`src/rtl/jts16_lyrmix_pkg.sv`:
```
// Shared types and constants for the tile/object layer mixer.
// JTS16_LYRMIX_HILITE_EN enables the highlight object palette.
package jts16_lyrmix_pkg;

  localparam logic [5:0] SHADOW_PAL = 6'h3F;
  localparam logic [5:0] HILITE_PAL = 6'h3E;
  localparam int         PAL_MAXW   = 16;

  // Object-priority thresholds after reset, two bits per layer, layer 0 lowest.
  localparam logic [7:0] THR_DEFAULT = {2'd1, 2'd1, 2'd2, 2'd3};

  typedef struct packed {
    logic                shadow;
    logic                hilite;
    logic                obj;
    logic [PAL_MAXW-1:0] pal;
  } cand_t;

  function automatic logic [1:0] thr_default(input int k);
    return THR_DEFAULT[k*2 +: 2];
  endfunction

  // Objects carry a 4-bit colour, tiles a 3-bit one.
  function automatic logic cand_opaque(input cand_t c);
    return c.obj ? (c.pal[3:0] != 4'd0) : (c.pal[2:0] != 3'd0);
  endfunction

endpackage

```
`src/rtl/jts16_lyrmix_if.sv`:
```
// Pixel/config bundle between a video source and the layer mixer.
// The hilite signal exists only with JTS16_LYRMIX_HILITE_EN.
interface jts16_lyrmix_if #(
  parameter int LAYERS = 3,
  parameter int TW     = 11,
  parameter int PALW   = 11
);
  logic                 pxl_cen;
  logic [LAYERS*TW-1:0] tile_pxl;
  logic [11:0]          obj_pxl;
  logic                 fix_top;
  logic [LAYERS:0]      gfx_en;
  logic                 cfg_we;
  logic [1:0]           cfg_addr;
  logic [1:0]           cfg_din;
  logic [PALW-1:0]      pal_addr;
  logic                 shadow;
  logic [LAYERS:0]      sel;
`ifdef JTS16_LYRMIX_HILITE_EN
  logic                 hilite;
`endif

  modport master (
    output pxl_cen, tile_pxl, obj_pxl, fix_top, gfx_en, cfg_we, cfg_addr, cfg_din,
`ifdef JTS16_LYRMIX_HILITE_EN
    input  hilite,
`endif
    input  pal_addr, shadow, sel
  );

  modport slave (
    input  pxl_cen, tile_pxl, obj_pxl, fix_top, gfx_en, cfg_we, cfg_addr, cfg_din,
`ifdef JTS16_LYRMIX_HILITE_EN
    output hilite,
`endif
    output pal_addr, shadow, sel
  );
endinterface

```
`src/rtl/jts16_lyrmix_cand.sv`:
```
// One layer slot of the mixer's first stage: decides object vs tile there.
// With JTS16_LYRMIX_HILITE_EN, palette HILITE_PAL marks a highlight object.
module jts16_lyrmix_cand
  import jts16_lyrmix_pkg::*;
#(
  parameter int TW       = 11,
  parameter int PALW     = 11,
  parameter bit BACKDROP = 1'b0
) (
  input  logic          clk,
  input  logic          rst,
  input  logic          cen_i,
  input  logic [TW-1:0] tile_i,
  input  logic [11:0]   obj_i,
  input  logic [1:0]    thr_i,
  input  logic          elig_en_i,
  output cand_t         cand_o
);

  logic            eligible;
  logic            obj_wins;
  logic            is_shadow;
  logic            is_hilite;
  logic [PALW-1:0] obj_addr;
  cand_t           cand_d;
  cand_t           cand_q;

  // The backdrop slot ignores thresholds and tile priority.
  always_comb begin
    eligible  = (obj_i[3:0] != 4'd0) &&
                (BACKDROP || (elig_en_i && (obj_i[11:10] >= thr_i)));
    obj_wins  = eligible && (BACKDROP || !tile_i[TW-1] || (tile_i[2:0] == 3'd0));
    is_shadow = (obj_i[9:4] == SHADOW_PAL);
`ifdef JTS16_LYRMIX_HILITE_EN
    is_hilite = (obj_i[9:4] == HILITE_PAL);
`else
    is_hilite = 1'b0;
`endif
    obj_addr         = '0;
    obj_addr[PALW-1] = 1'b1;
    obj_addr[9:0]    = obj_i[9:0];
    cand_d     = '0;
    cand_d.pal = PAL_MAXW'(tile_i[TW-2:0]);
    if (obj_wins && is_shadow) begin
      cand_d.shadow = 1'b1;
    end else if (obj_wins && is_hilite) begin
      cand_d.hilite = 1'b1;
    end else if (obj_wins) begin
      cand_d.obj = 1'b1;
      cand_d.pal = PAL_MAXW'(obj_addr);
    end else begin
      cand_d.obj = 1'b0;
    end
  end

  always_ff @(posedge clk or posedge rst) begin
    if (rst) begin
      cand_q <= '0;
    end else if (cen_i) begin
      cand_q <= cand_d;
    end
  end

  assign cand_o = cand_q;

endmodule

```
`src/rtl/jts16_lyrmix.sv`:
```
// Two-stage tile/object priority mixer producing a palette address per pixel.
// Define JTS16_LYRMIX_HILITE_EN to add the hilite output.
module jts16_lyrmix
  import jts16_lyrmix_pkg::*;
#(
  parameter int LAYERS = 3,
  parameter int TW     = 11,
  parameter int PALW   = 11
) (
  input logic           clk,
  input logic           rst,
  jts16_lyrmix_if.slave mix_if
);

  localparam logic [LAYERS:0] OBJ_SEL   = {1'b1, {LAYERS{1'b0}}};
  localparam logic [LAYERS:0] TILE0_SEL = {{LAYERS{1'b0}}, 1'b1};

  logic [1:0]      thr_q    [LAYERS];
  logic [1:0]      thr_slot [LAYERS+1];
  logic [TW-1:0]   tile_m   [LAYERS+1];
  logic [11:0]     obj_m;
  logic [LAYERS:0] elig_en;
  cand_t           cand_q   [LAYERS+1];
  cand_t           pick_d;
  logic [LAYERS:0] sel_d;
  logic [PALW-1:0] pal_q;
  logic            shadow_q;
  logic [LAYERS:0] sel_q;
  logic            unused_pick;

  always_ff @(posedge clk or posedge rst) begin
    if (rst) begin
      for (int k = 0; k < LAYERS; k++) thr_q[k] <= thr_default(k);
    end else if (mix_if.cfg_we && (int'(mix_if.cfg_addr) < LAYERS)) begin
      thr_q[mix_if.cfg_addr] <= mix_if.cfg_din;
    end
  end

  // Disabled layers lose their colour; the backdrop is the last layer with colour 0.
  always_comb begin
    for (int k = 0; k < LAYERS; k++) begin
      tile_m[k]   = {mix_if.tile_pxl[k*TW+3 +: TW-3],
                     mix_if.gfx_en[k] ? mix_if.tile_pxl[k*TW +: 3] : 3'd0};
      thr_slot[k] = thr_q[k];
    end
    tile_m[LAYERS]   = {1'b0, mix_if.tile_pxl[(LAYERS-1)*TW+3 +: TW-4], 3'd0};
    thr_slot[LAYERS] = 2'd0;
    obj_m   = {mix_if.obj_pxl[11:4], mix_if.gfx_en[LAYERS] ? mix_if.obj_pxl[3:0] : 4'd0};
    elig_en = {{LAYERS{1'b1}}, ~mix_if.fix_top};
  end

  for (genvar k = 0; k <= LAYERS; k++) begin : g_cand
    jts16_lyrmix_cand #(
      .TW       (TW),
      .PALW     (PALW),
      .BACKDROP (k == LAYERS)
    ) u_cand (
      .clk       (clk),
      .rst       (rst),
      .cen_i     (mix_if.pxl_cen),
      .tile_i    (tile_m[k]),
      .obj_i     (obj_m),
      .thr_i     (thr_slot[k]),
      .elig_en_i (elig_en[k]),
      .cand_o    (cand_q[k])
    );
  end

  // Scan upward from the backdrop so the topmost opaque candidate is kept last.
  always_comb begin
    pick_d = cand_q[LAYERS];
    sel_d  = cand_q[LAYERS].obj ? OBJ_SEL : '0;
    for (int k = LAYERS - 1; k >= 0; k--) begin
      sel_d  = cand_opaque(cand_q[k]) ? (cand_q[k].obj ? OBJ_SEL : (TILE0_SEL << k)) : sel_d;
      pick_d = cand_opaque(cand_q[k]) ? cand_q[k] : pick_d;
    end
  end

`ifdef JTS16_LYRMIX_HILITE_EN
  logic hilite_q;

  always_ff @(posedge clk or posedge rst) begin
    if (rst) begin
      hilite_q <= 1'b0;
    end else if (mix_if.pxl_cen) begin
      hilite_q <= pick_d.hilite;
    end
  end

  assign mix_if.hilite = hilite_q;
  assign unused_pick   = ^pick_d.pal[PAL_MAXW-1:PALW];
`else
  assign unused_pick   = ^{pick_d.pal[PAL_MAXW-1:PALW], pick_d.hilite};
`endif

  always_ff @(posedge clk or posedge rst) begin
    if (rst) begin
      pal_q    <= '0;
      shadow_q <= 1'b0;
      sel_q    <= '0;
    end else if (mix_if.pxl_cen) begin
      pal_q    <= pick_d.pal[PALW-1:0];
      shadow_q <= pick_d.shadow;
      sel_q    <= sel_d;
    end
  end

  assign mix_if.pal_addr = pal_q;
  assign mix_if.shadow   = shadow_q;
  assign mix_if.sel      = sel_q;

endmodule
```
`src/flat_wrapper.sv`:
```
// flat-port wrapper written by rule: the top's interface ports become plain ports
module jts16_lyrmix_flat import jts16_lyrmix_pkg::*;
#(
  parameter int LAYERS = 3,
  parameter int TW     = 11,
  parameter int PALW   = 11
)
  (clk, rst, mix_if_pxl_cen, mix_if_tile_pxl, mix_if_obj_pxl, mix_if_fix_top, mix_if_gfx_en, mix_if_cfg_we, mix_if_cfg_addr, mix_if_cfg_din, mix_if_pal_addr, mix_if_shadow, mix_if_sel);
  jts16_lyrmix_if #(.LAYERS(LAYERS), .TW(TW), .PALW(PALW)) mix_if_i ();
  input logic clk;
  input logic rst;
  input wire logic [$bits(mix_if_i.pxl_cen)-1:0] mix_if_pxl_cen;
  input wire logic [$bits(mix_if_i.tile_pxl)-1:0] mix_if_tile_pxl;
  input wire logic [$bits(mix_if_i.obj_pxl)-1:0] mix_if_obj_pxl;
  input wire logic [$bits(mix_if_i.fix_top)-1:0] mix_if_fix_top;
  input wire logic [$bits(mix_if_i.gfx_en)-1:0] mix_if_gfx_en;
  input wire logic [$bits(mix_if_i.cfg_we)-1:0] mix_if_cfg_we;
  input wire logic [$bits(mix_if_i.cfg_addr)-1:0] mix_if_cfg_addr;
  input wire logic [$bits(mix_if_i.cfg_din)-1:0] mix_if_cfg_din;
  output wire logic [$bits(mix_if_i.pal_addr)-1:0] mix_if_pal_addr;
  output wire logic [$bits(mix_if_i.shadow)-1:0] mix_if_shadow;
  output wire logic [$bits(mix_if_i.sel)-1:0] mix_if_sel;
  assign mix_if_i.pxl_cen = mix_if_pxl_cen;
  assign mix_if_i.tile_pxl = mix_if_tile_pxl;
  assign mix_if_i.obj_pxl = mix_if_obj_pxl;
  assign mix_if_i.fix_top = mix_if_fix_top;
  assign mix_if_i.gfx_en = mix_if_gfx_en;
  assign mix_if_i.cfg_we = mix_if_cfg_we;
  assign mix_if_i.cfg_addr = mix_if_cfg_addr;
  assign mix_if_i.cfg_din = mix_if_cfg_din;
  assign mix_if_pal_addr = mix_if_i.pal_addr;
  assign mix_if_shadow = mix_if_i.shadow;
  assign mix_if_sel = mix_if_i.sel;
  jts16_lyrmix #(.LAYERS(LAYERS), .TW(TW), .PALW(PALW)) u_core (.clk(clk), .rst(rst), .mix_if(mix_if_i));
endmodule
```
`config.mk`:
```
export PLATFORM = sky130hd
export DESIGN_NAME = jts16_lyrmix_flat
export DESIGN_NICKNAME = d
export VERILOG_FILES = /design/src/rtl/jts16_lyrmix_pkg.sv /design/src/rtl/jts16_lyrmix_if.sv /design/src/rtl/jts16_lyrmix_cand.sv /design/src/rtl/jts16_lyrmix.sv /design/src/flat_wrapper.sv
export SDC_FILE = /design/constraint.sdc
export NUM_CORES = 1
export LEC_CHECK = 0
export CAP_MARGIN = 40
export CORE_AREA = 3 3 90 92
export DETAILED_ROUTE_END_ITERATION = 8
export DIE_AREA = 0 0 93 95
export GPL_ROUTABILITY_DRIVEN = 0
export PLACE_DENSITY = 0.8
export SYNTH_ARGS = -nofsm -noshare
export SYNTH_HDL_FRONTEND = slang
export SYNTH_SLANG_ARGS = --single-unit
```
`constraint.sdc`:
```
create_clock -name clk -period 3.09 [get_ports clk]
set_input_delay 0.618 -clock clk [delete_from_list [all_inputs] [get_ports clk]]
set_output_delay 0.618 -clock clk [all_outputs]
set_load 0.1 [all_outputs]
```
==> results by group, run 1 <==
CTS
  • TritonCTS Buffers: 9
  • H-tree Lvls: 3
  • Post-CTS setup buffer count: 0
  • Longest Clk Path Bufs: 2
  • Cts repair resizes: 0
  • Later-pin clock latency in the skew report: approximately 340 ps
  • TritonCTS Sinks: 69
  • Clk Tree Root Cell: clkbuf_8
  • Clk pin slew, worst setup/hold paths: ~70 ps
  • CTS Hold Buffers Added: 0
  • CTS tree: built

Yosys
  • Post-synthesis sequential area ratio: 0.452
  • Synth cell types: 52
  • Post-synth EDFFs: 0
  • Post-Syn Instances: 408
  • Synth Warn #: 0
  • Mapped Avg Cell Area: 9.39 um2
  • Top_reg_cell synth: dfrtp_1
  • Post-Syn Area: 0.00383 mm2
  • Syn nets: roughly 470
  • FFs w/ async S/R, synth: 1.00
  • Seq cells post-synth: 69

Pwr
  • Power, Total: ~2.8 mW
  • Power per cell area: 595 mW/mm2
  • Worst IR drop on VDD: about 0.26 mV
  • Total leakage power: 1.98 nW

Routing
  • # DRC: 0
  • Pre-Repair DR Iteration Count: 5
  • Met1 WL: 4600 um
  • Initial DRC Count: 260
  • DR WL met3: 971 um
  • Highest routing layer actually used: met4
  • DR WL met2: between 5000 and 6000 um
  • Vias per inst: 6.48
  • Wire length per cell: 19.1 um
  • DR vias: 3,717
  • DRT antenna net count: 0
  • WL final: between 10,000 and 15,000 um

Place
  • IO buf count: 73
  • Pre-CTS setup slack: 360 ps
  • Post-DP HPWL: 7860 um
  • Post-DP Area: 0.00460 mm2
  • Inst Count DP: around 560

Floorplan
  • Core area: about 0.0073 mm2
  • Initial Util: 0.525
  • DIE HEIGHT: 95 um
  • Site row count: 31
  • IO Pins: 74
  • Die area: around 0.009 mm2
  • Chip width: 93 um

Layout
  • Final #Nets: roughly 530
  • FILL cells: 617
  • Multi-input logic area: 0.00189 mm2
  • Area growth syn-to-layout: 24.6%
  • FF+latch area: 0.00173 mm2
  • Final core utilization: 0.655
  • Share of layout cells above drive strength 1: 0.145
  • Final non-filler cell total: 574
  • Commonest non-fill, non-tap cell in the layout: dfrtp_1
  • Commonest cells after routing, fill and taps aside: 65 x dfrtp_1, 56 x clkdlybuf4s50_1, 40 x nor2_1
  • Final Instance Area: 0.00477 mm2
  • ANT cells: 0

Run status
  • Status: finished, final reports clean

Timing
  • Final-report hold violation count: 0
  • Worst Max-Slew Pin Slew: 724 ps
  • Skew final: 8.61 ps
  • Setup_tns: 0 ps
  • Final worst path period need: 2390 ps
  • Final period util: 0.772
  • Hold WS: 481 ps
  • Setup violators final: 0
  • Final max-slew violation count: 0
  • Fmax: 419 MHz
  • RSZ-0062 raised after global routing: false
  • Max-slew headroom: 0.517
  • Final worst setup slack: 703 ps

Global routing
  • GRT Util Overall: 0.261
  • Vias in the first global route: 3,496
  • First-pass GRT wire length: approximately 18,000 um
  • Initial antenna violation count: 0
  • Gr ovfl total: 0
  • Pin count of the biggest net entering global routing: 76

Worst setup path
  • Critical path arrival: 2580 ps
  • Worst setup path start: mix_if_obj_pxl[0]
  • Maximum fanout along the worst path: 20
  • Critical path class: input port to flip-flop
  • WP data required: 3290 ps
  • Crit Reg-Reg Startpoint: u_core.thr_q[3]
  • Critical path capture point type: flip-flop
  • Setup crit start kind: input port

Run
  • Max-cap violations: 0

Min path
  • Hold path start: u_core.mix_if.sel[0]
  • Worst Hold Class: flip-flop to flip-flop
[cells by family (layout without fill, tap and decap cells)]
family | after synthesis | in the layout | synth area share
and+or+nand+nor | 136 | 136 | 0.173
AOI/OAI and AO/OA | 129 | 129 | 0.252
DFF | 69 | 69 | 0.452
buffers and inverters | 51 | 118 | 0.0562
muxes | 17 | 17 | 0.0467
adders and majority gates | 6 | 6 | 0.0196
[where the power goes]
part | leakage [nW] | total [mW] | internal [mW] | switching [mW]
Sequential | 0.826 | 1.14 | 1.04 | 0.101
Clock | 0.0840 | 0.671 | 0.337 | 0.333
Combinational | 1.07 | 1.03 | 0.327 | 0.703
Total | 1.98 | 2.84 | 1.70 | 1.14
[synth_stat cells (2+ instances only)]
library cell   n  area [um2]
nand4_1       16         100
mux2_2         7        78.8
ha_1           6        75.1
nand3_1       34         170
and3_1         3        18.8
dfrtp_1       65        1630
a31oi_1       20         125
dfstp_2        4         105
o311a_1        3        30.0
a31o_2         6        52.6
nor3b_1        2        15.0
o2bb2ai_1      4        35.0
a221oi_1       2        17.5
a21o_1         5        37.5
a21oi_1       11        55.1
buf_2          7        35.0
nor3_1         6        30.0
o21ai_1        2        10.0
o2111ai_1      3        26.3
o31ai_1        9        67.6
clkbuf_1      22        82.6
o21ai_0       21         105
a311oi_1       4        35.0
a211oi_1       2        15.0
a2111oi_2      2        30.0
buf_4          2        15.0
a211o_1        8        70.1
a32oi_1       10        87.6
mux2i_1       10         100
nand3b_1       2        15.0
buf_1          3        11.3
inv_1         15        56.3
nand2_1       19        71.3
o221ai_1       5        43.8
or2_2          2        12.5
nand2b_1       2        12.5
nor2_1        40         150
o311ai_0       4        35.0
nor4_1         7        43.8
[path summary, 6_finish.rpt]
path / to / slack [ps] / cells past startpoint
worst max-delay path: u_core.g_cand[3].u_cand.cand_o[8] / 700 / 6
worst min-delay path: u_core.mix_if.sel[0] / 480 / 2
worst max register to register: u_core.g_cand[1].u_cand.cand_o[8] / 1140 / 5
worst min register to register: u_core.mix_if.sel[0] / 480 / 2
max in group asynchronous: u_core.thr_q[4] / 1720 / 3
min in group asynchronous: u_core.mix_if.pal_addr[8] / 670 / 2
[routing by layer]
metal | global-route usage | vias to the layer above
li1 | - | 1694
met1 | 0.365 | 1813
met2 | 0.410 | 200
met3 | 0.0637 | 10
met4 | 0.0672 | 0
met5 | 0 | -
[flip-flops by register name (all words and copies together), names as in the netlist]
signal / count
u_core.mix_if.shadow: 1
u_core.g_cand.u_cand.cand_o: 48
u_core.mix_if.pal_addr: 10
u_core.thr_q: 6
u_core.mix_if.sel: 4
[area by class of cell]
cell class / count / share of cell area
timing repair buffer: 86 / 0.167
clock inverter: 1 / 0.00157
sequential: 69 / 0.363
tap: 99 / 0.0260
multi-input combinational: 288 / 0.396
inverter: 16 / 0.0126
clock buffer: 15 / 0.0349
[critical path: stages]
cell             delay [ps]
clkdlybuf4s50_1         470
o41ai_2                 590
o21ba_2                 370
buf_4                   260
o221ai_1                180
o21ai_0                 100
Note: power is estimated with default switching activity, not from simulation.
==> run 2, diff against run 1 <==
==> constraint.sdc (replaced) <==
create_clock -name clk -period 2.3 [get_ports clk]
set_input_delay 0.46 -clock clk [delete_from_list [all_inputs] [get_ports clk]]
set_output_delay 0.46 -clock clk [all_outputs]
set_load 0.1 [all_outputs]
==> run 2 against run 1 <==
Clock skew is 2.0 ps higher. Sequential power up 34%. Largest cell class unchanged. Non-clock buffer count increased by 28. Worst hold slack better by 17 ps.
==> results by group, run 2 (same netlist as run 1, synthesis figures left out) <==
Run status
  • Status: finished, final reports clean

Timing
  • Fmax: 490 MHz
  • Skew final: 10.6 ps (+2.02 ps)
  • Final-report hold violation count: 0 (unchanged)
  • Final period util: 0.887
  • Final worst path period need: 2040 ps
  • Worst Max-Slew Pin Slew: 861 ps (+137 ps)
  • Final max-slew violation count: 0 (unchanged)
  • Setup violators final: 0 (unchanged)
  • RSZ-0062 raised after global routing: false
  • Final worst setup slack: 261 ps (-442 ps)
  • Setup_tns: 0 ps (unchanged)
  • Hold WS: 498 ps (+16.6 ps)
  • Max-slew headroom: 0.421 (-0.0958)

Layout
  • Area growth syn-to-layout: 31.3%
  • Commonest cells after routing, fill and taps aside: 65 x dfrtp_1, 56 x clkdlybuf4s50_1, 54 x buf_4
  • Share of layout cells above drive strength 1: 0.193 (+0.0480)
  • Final non-filler cell total: 601 (+4.7%)
  • Commonest non-fill, non-tap cell in the layout: dfrtp_1
  • ANT cells: 0 (unchanged)
  • FILL cells: 608 (-1.5%)
  • Final #Nets: 562 (+5.2%)
  • Final Instance Area: 0.00503 mm2 (+5.3%)
  • Max reg flops: 48 (unchanged)
  • Final core utilization: 0.689 (+0.0348)

Floorplan
  • Core area: 0.00729 mm2 (unchanged)
  • Site row count: 31 (unchanged)
  • Die area: 0.00884 mm2 (unchanged)
  • Initial Util: 0.525 (unchanged)
  • DIE HEIGHT: 95 um (unchanged)
  • Chip width: 93 um (unchanged)
  • IO Pins: 74 (unchanged)

Pwr
  • Clk pwr share: 0.250 (+0.014)
  • Comb pwr share: 0.366 (+0.003)
  • Internal power: 2.45 mW (+44%)
  • Power, Total: 4.00 mW (+41%)
  • Worst IR drop on VDD: 0.352 mV (+38%)
  • Total leakage power: 2.13 nW (+7.9%)
  • Switching part of the total power: 0.387 (-0.0138)
  • Power share of the sequential group: 0.384 (-0.017)
  • Net load switching power: 1.55 mW (+36%)
  • Power per cell area: 795 mW/mm2 (+34%)

Run
  • Max-cap violations: 0 (unchanged)

Worst setup path
  • Crit-path max cell delay: 580 ps (about the same)
  • Maximum fanout along the worst path: 11 (-45%)
  • WP data required: 2520 ps (-770 ps)
  • Reg2Reg Setup Slack: 380 ps (-760 ps)
  • Setup crit start kind: input port
  • Crit-path cells: clkdlybuf4s50_1, inv_1, ha_1, nor3b_1, or4_4, o2111ai_1, nand3_1
  • Reg2reg path depth: 5 (unchanged)
  • Critical path class: input port to flip-flop
  • Crit Reg-Reg Startpoint: u_core.g_cand[2].u_cand.cand_o[0]
  • Critical path capture point type: flip-flop
  • CP max-delay cell: or4_4
  • Critical path arrival: 2260 ps (-320 ps)
  • RR Endpoint: u_core.mix_if.shadow
  • Critical path's top delay family: simple AND/OR/NAND/NOR gates
  • Worst Path Buf+Inv: 2 (unchanged)

Min path
  • Hold Path Sink: u_core.g_cand[3].u_cand.cand_o[0]
  • Worst hold path cell count: 1 (-1)
  • Worst Hold Class: flip-flop to flip-flop
  • Hold path start: u_core.g_cand[3].u_cand.cand_o[0]

CTS
  • Clk Tree Root Cell: clkbuf_8
  • Longest Clk Path Bufs: 2 (unchanged)
  • Cts repair resizes: 0 (unchanged)
  • CTS Hold Buffers Added: 0 (unchanged)
  • H-tree Lvls: 3 (unchanged)
  • Clk pin slew, worst setup/hold paths: 70 ps (about the same)
  • Later-pin clock latency in the skew report: 350 ps (about the same)
  • CTS tree: built
  • TritonCTS Sinks: 69 (unchanged)
  • Post-CTS setup buffer count: 0 (unchanged)
  • TritonCTS Buffers: 9 (unchanged)

Routing
  • Wire length per cell: 19.3 um (+0.76%)
  • DR vias: 3,850 (+3.6%)
  • # DRC: 0 (unchanged)
  • Initial DRC Count: 329 (+27%)
  • Pre-Repair DR Iteration Count: 5 (unchanged)
  • Vias per inst: 6.41 (-1.1%)
  • WL final: 11,600 um (+5.5%)
  • DRT antenna net count: 0 (unchanged)

Global routing
  • Vias in the first global route: 3,742 (+7.0%)
  • Initial antenna violation count: 0 (unchanged)
  • First-pass GRT wire length: 18,500 um (+3.0%)
  • Gr ovfl total: 0 (unchanged)
  • GRT Util Overall: 0.270 (+0.00813)
  • Pin count of the biggest net entering global routing: 73 (-3.9%)

Place
  • IO buf count: 73 (unchanged)
  • Pre-CTS setup slack: -38.9 ps (-399 ps)
  • Inst Count DP: 586 (+5.0%)
  • Post-DP HPWL: 8280 um (+5.5%)
  • Post-DP Area: 0.00483 mm2 (+5.1%)
## run 2: changes by cell type in the layout (fill, tap and decap cells not counted)
| cell | previous run | this run |
|---|---|---|
| buf_12 | 1 | 3 |
| buf_4 | 28 | 54 |
| bufinv_16 | 0 | 1 |
| clkbuf_1 | 4 | 3 |
| clkinvlp_4 | 1 | 0 |
## run 2: power by group through the flow
stage	sequential, mW	clock (mW)	combinational, mW
2_1_floorplan	1.92	0	0.579
3_3_place_gp	1.54	0	1.42
3_5_place_dp	1.55	0	1.45
4_1_cts	1.53	1.00	1.46
5_1_grt	1.55	1.06	1.56
6_report	1.53	0.999	1.46
## run 2: area by class of cell
type | count | area, um2 | share of cell area
inverter | 16 | 60.1 | 0.0119
sequential | 69 | 1730 | 0.344
timing repair buffer | 114 | 1030 | 0.205
clock inverter | 1 | 30.0 | 0.00597
tap | 99 | 124 | 0.0246
multi-input combinational | 288 | 1890 | 0.376
clock buffer | 14 | 163 | 0.0324
## run 2: worst max path at each step
stage | start | to | slack (ps) | cells past startpoint
6_report | mix_if_obj_pxl[10] | u_core.g_cand[0].u_cand.cand_o[2] | 260 | 7
5_1_grt | mix_if_obj_pxl[10] | u_core.g_cand[0].u_cand.cand_o[2] | 180 | 7
4_1_cts | mix_if_obj_pxl[10] | u_core.g_cand[0].u_cand.cand_o[2] | 280 | 7
3_5_place_dp | mix_if_obj_pxl[10] | u_core.g_cand[0].u_cand.cand_o[2] | -40 | 7
3_3_place_gp | mix_if_obj_pxl[10] | u_core.g_cand[0].u_cand.cand_o[0] | 0.2 | 7
2_1_floorplan | rst | u_core.g_cand[0].u_cand.cand_o[0] | 110 | 1
## run 2: worst reg2reg max path: stages (launching register included)
cell and delay [ps]:
dfrtp_1 470, a2111oi_2 490, buf_4 250, mux2i_1 210, a211oi_1 100, a211o_1 290
## run 2: layer usage
metal  vias up  routed length (um)  GRT usage
li1       1754                   -          -
met1      1859                4520      0.341
met2       211                5750      0.454
met3        26                1040     0.0606
met4         0                 272     0.0989
met5         -                   0          0
